## src/rtl/atomik_state_port.sv

```systemverilog
// atomik_state_port: READ/WRITE request port over an XOR delta accumulator with snapshot semantics.
// Optional statistics counters are built only when ATOMIK_STATE_STATS_EN is defined.
module atomik_state_port #(
  parameter int DELTA_WIDTH = 64
) (
  input  logic                   clk,
  input  logic                   rst,
  input  logic [DELTA_WIDTH-1:0] initial_state_in,
  input  logic [DELTA_WIDTH-1:0] accumulator_in,
  input  logic                   req_valid,
  output logic                   req_ready,
  input  logic                   req_op,
  input  logic [DELTA_WIDTH-1:0] req_target,
  output logic [DELTA_WIDTH-1:0] delta_out,
  output logic                   delta_out_valid,
  input  logic                   delta_out_ready,
  output logic                   rsp_valid,
  input  logic                   rsp_ready,
  output logic [DELTA_WIDTH-1:0] rsp_data,
  output logic                   rsp_zero,
  output logic [15:0]            stat_reads,
  output logic [15:0]            stat_writes
);
  typedef enum logic [1:0] {IDLE, EMIT, SETTLE, RESP} state_t;
  state_t state_q, state_d;
  logic [DELTA_WIDTH-1:0] data_q, data_d, cur, d, res;
  logic zero_q, zero_d, accept;
  assign cur    = initial_state_in ^ accumulator_in;
  assign d      = req_target ^ cur;
  assign res    = req_op ? d : cur;
  assign accept = state_q == IDLE && req_valid;
  // One register holds the snapshot result; it serves both as delta_out and rsp_data.
  always_comb begin
    state_d = state_q;
    data_d  = accept ? res : data_q;
    zero_d  = accept ? ~|res : zero_q;
    if (accept) state_d = (req_op && |d) ? EMIT : RESP;
    else if (state_q == EMIT && delta_out_ready) state_d = SETTLE;
    else if (state_q == SETTLE) state_d = RESP;
    else if (state_q == RESP && rsp_ready) state_d = IDLE;
  end
  always_ff @(posedge clk or posedge rst) begin
    if (rst) begin
      state_q <= IDLE;
      data_q  <= '0;
      zero_q  <= 1'b0;
    end else begin
      state_q <= state_d;
      data_q  <= data_d;
      zero_q  <= zero_d;
    end
  end
  assign req_ready       = state_q == IDLE;
  assign delta_out_valid = state_q == EMIT;
  assign rsp_valid       = state_q == RESP;
  assign delta_out       = data_q;
  assign rsp_data        = data_q;
  assign rsp_zero        = zero_q;
`ifdef ATOMIK_STATE_STATS_EN
  logic [15:0] reads_q, reads_d, writes_q, writes_d;
  always_comb begin
    reads_d  = (accept && !req_op && !(&reads_q)) ? reads_q + 16'd1 : reads_q;
    writes_d = (delta_out_valid && delta_out_ready && !(&writes_q)) ? writes_q + 16'd1 : writes_q;
  end
  always_ff @(posedge clk or posedge rst) begin
    if (rst) begin
      reads_q  <= '0;
      writes_q <= '0;
    end else begin
      reads_q  <= reads_d;
      writes_q <= writes_d;
    end
  end
  assign stat_reads  = reads_q;
  assign stat_writes = writes_q;
`else
  assign stat_reads  = '0;
  assign stat_writes = '0;
`endif
endmodule
```

## config.mk

```make
export PLATFORM = sky130hd
export DESIGN_NAME = atomik_state_port
export DESIGN_NICKNAME = d
export VERILOG_FILES = /design/src/rtl/atomik_state_port.sv
export SDC_FILE = /design/constraint.sdc
export NUM_CORES = 1
export LEC_CHECK = 0
export CORE_AREA = 3 3 139 141
export CTS_CLUSTER_DIAMETER = 200
export CTS_CLUSTER_SIZE = 8
export DETAILED_ROUTE_END_ITERATION = 12
export DIE_AREA = 0 0 142 144
export PLACE_DENSITY = 0.71
export SLEW_MARGIN = 20
export SYNTH_ARGS = -nofsm -noshare
export SYNTH_HDL_FRONTEND = slang
export SYNTH_SLANG_ARGS = --single-unit
```

## constraint.sdc

```tcl
create_clock -name clk -period 6.3 [get_ports clk]
set_input_delay 1.26 -clock clk [delete_from_list [all_inputs] [get_ports clk]]
set_output_delay 1.26 -clock clk [all_outputs]
set_load 0.005 [all_outputs]
```

After elaboration in Yosys (flattened, before gate mapping):

Cells that the tools add are included.

* eq/ne operators: 3
* multiplexer cells: 6
* bitwise operators: 2
* reduce and logical (&&, ||, !) cells: 9

Operators with widths (number)
* $reduce_or A64 Y1: 2
* $xor A64 B64 Y64: 2
* $mux W64: 1
* $mux W2: 5
* $eq A2 B2 Y1 const B: 2
* $logic_and A1 B1 Y1: 4
* $reduce_bool A4 Y1: 1
* $eq A2 B1 Y1 const B: 1
* $logic_not A2 Y1: 1
* $logic_not A1 Y1: 1

* flip-flop bits (word level): 67
* input port bits: 198
* output and inout bits: 164
* word-level logic and storage cells: 23

Logic depth before layout (Yosys ltp):

* word-level depth: 6
* mapped depth: 8
* depth with buffers taken out: 6

Worst setup path after synthesis:

OpenSTA, ideal clock, no wires.

* path kind: input-to-reg
* start: input port accumulator_in[15]
* end: register state_q[1]
* setup time: 94 ps
* arrival: 2719 ps
* data required time: 6206 ps
* slack: 3487 ps
* cell stages on the path: 6
* buffers on the path: 0
* path through: xor2_1 -> xor2_2 -> or4_4 -> nor4b_2 -> nand4_1 -> a221oi_2

* cells in the longest elaborated chain, start to end: 6

RTL lines
* start: declaration: RTL line 9 `input logic [DELTA_WIDTH-1:0] accumulator_in,`
* $xor A64 B64 Y64: RTL line 28 `assign cur = initial_state_in ^ accumulator_in;`
* $xor A64 B64 Y64: RTL line 29 `assign d = req_target ^ cur;`
* $reduce_or A64 Y1: RTL line 37 `if (accept) state_d = (req_op && |d) ? EMIT : RESP;`
* $logic_and A1 B1 Y1: RTL line 37
* $mux W2 (2 in series): RTL line 37
* end signal: assignment: RTL line 48 `state_q <= state_d;`
* end: declaration: RTL line 25 `state_t state_q, state_d;`

Every way passes these cells.
A chain may end at the register's enable or synchronous reset.

Worst setup path after layout:

* start: input port accumulator_in[51]
* end: register state_q[1]

Same word-level chain as after synthesis.

==> flow_metrics.tcl <==
set metrics [dict create \
    die_y_um 144 \
    antenna_found_initial 0 \
    final-seq-area_mm2 0.00168 \
    clockRootBuffer "clkbuf_16" \
    gp_congestion 0.819 \
    post-place-ws_ns 2.43 \
    cts_buffer_depth 2 \
    overflow 0 \
    die_area_mm2 0.0204 \
    antenna_cells 0 \
    clk_pin_slew_worst_paths_ns 0.06 \
    fin_ws_ns 2.87 \
    die_w_um 142 \
    final_cell_area_mm2 0.00900 \
    required_ns 6.54 \
    synth_cells 679 \
    n_fill_cell 1758 \
    hold_violations 0 \
    worst_setup_path_end_kind "flop" \
    detail_route.wirelength_mm 21.4 \
    finalSetupTns_ns 0 \
    clock_sinks 67 \
    status "complete, no violations" \
    drtIter0Drc 195 \
    io_pins 362 \
    period_share_pct 54.4 \
    synth_cell_types 43 \
    final_nets 1132 \
    seq_area_frac_synth_pct 28.8 \
    final_antenna_net_count 0 \
    slew_viol_final 0 \
    cts-buffers-inserted 9 \
    p_leak_nw 3.57 \
    cp_max_fo 5 \
    portBuffers 329 \
    drc 0 \
    clk_latency_ns 0.33 \
    syn_area_per_cell_um2 8.58 \
    yosys_warnings 0 \
    placedInstanceArea_mm2 0.00873 \
    peakVddDrop_mv 0.121 \
    hpwl_mm 17.7 \
    grt_pass1_vias 5333 \
    dr.pass1.iters 4 \
    post_cts_buffers 0 \
    synth.area.top_cells "dfrtp_1, xnor2_1, buf_4" \
    synthFlopType "dfrtp_1" \
    drv_cap 0 \
    ys_seq_elements 67 \
    finalClockSkew_ns 0.00261 \
    cp-start-kind "input pin" \
    grt_pass1_wl_mm 31.3 \
    num_rows 49 \
    multi_input_area_mm2 0.00344 \
    cts_tree "built" \
    drive_gt1_share_pct 3.30 \
    synth-edff-count 0 \
    worstPathArrival_ns 3.67 \
    final_core_util_pct 49.8 \
    wl_per_cell_um 18.3 \
    rsz0062_at_grt "false" \
    via_count 5301 \
    setup_viol 0 \
    async_reset_ff_share_pct 100 \
    cts_resized 0 \
    core_area_mm2 0.0181 \
    postCtsHoldBufs 0 \
    fin_crit_ns 3.43 \
    setup.worst_path.class "input pin to flop" \
    syn2layout_area_growth_pct 54.6 \
    vias_per_cell 4.54 \
    grt_max_degree 83 \
    final_common_cell "clkdlybuf4s50_1" \
    synth_area_mm2 0.00582 \
    htreeDepth 3 \
    synth_top_area_cell "dfrtp_1" \
    start_util_pct 32.2 \
    power_per_cell_area_mw_per_mm2 306 \
    clock.fmax_ghz 0.292 \
    slew_headroom_pct 37.1 \
    tightestPinTransition_ns 0.944 \
    synth_top_area_share_pct 28.8 \
    grt_use_total_pct 20.2 \
    most-common-layout-cells "clkdlybuf4s50_1, nand2_1, xnor2_1" \
    hold_class "flop to flop" \
]
sequential cells by signal (all words and copies together), names as in the netlist:
| register | flops |
|---|---|
| delta_out | 64 |
| rsp_zero | 1 |
| state_q | 2 |
cell families (layout without fill, tap and decap cells):
logic type,count (synthesis),after routing,synth area share (%)
flops,67,67,28.8
simple gates,204,204,17.6
xor+xnor,195,195,31.0
buf+inv,123,351,14.3
other cells,1,32,0.0644
compound gates,89,89,8.19
final cells by class:
cell class,instances,area share (%)
Multi-Input combinational cell,520,38.2
Timing Repair Buffer,332,36.8
Sequential cell,67,18.6
Tap cell,229,3.18
Clock buffer,12,2.63
Clock inverter,3,0.445
Inverter,4,0.181
path summary, 6_finish.rpt:
check                                   start            end  slack (ns)  cells after the start
min in group asynchronous                 rst  delta_out[24]        1.55                      3
min                             delta_out[23]  delta_out[23]        0.51                      2
min reg2reg                     delta_out[23]  delta_out[23]        0.51                      2
max                        accumulator_in[51]     state_q[1]        2.87                      7
max in group asynchronous                 rst   delta_out[9]        4.16                      3
max reg2reg                        state_q[0]     state_q[1]        4.09                      5
worst max-delay path: stages:
cell	delay (ns)
clkdlybuf4s50_1	0.42
xnor2_1	0.43
xnor2_1	0.21
nor4_1	0.56
nor4b_2	0.36
nand4_1	0.19
a221oi_2	0.24
metrics by stage:
step	power (mW)	hold WS, ns	instances
floorplan	1.49	0.479	710
global placement	2.27	0.495	1152
detailed placement	2.29	0.502	1152
CTS	2.80	0.515	1167
global route	2.95	0.545	1167
finish	2.76	0.508	1167
power by group:
| group | leakage (nW) | switching (mW) | total, mW | internal (mW) |
|---|---|---|---|---|
| registers | 0.842 | 0.192 | 0.814 | 0.622 |
| logic | 2.59 | 0.533 | 1.45 | 0.914 |
| clock network | 0.136 | 0.194 | 0.498 | 0.304 |
| total | 3.57 | 0.919 | 2.76 | 1.84 |
Yosys cell counts (4+ instances only):
master / count
dfrtp_1: 67
inv_1: 4
and3_1: 5
o21ai_1: 48
nand3_1: 8
nand4_1: 23
xnor3_1: 5
xor2_1: 58
nand4b_1: 6
xnor2_1: 128
buf_1: 6
buf_4: 96
nor4b_1: 5
nand2_1: 133
clkbuf_1: 14
o21ai_0: 32
per-layer routing:
metal  vias up  track usage, %  part of all wire [%]
li1       2636               -                     -
met5         -               0                     0
met4         0            4.34                  0.89
met3        11            3.47                   6.3
met2       221            35.4                    51
met1      2433            26.3                    42
No activity file was read; power rests on OpenSTA's default activity.
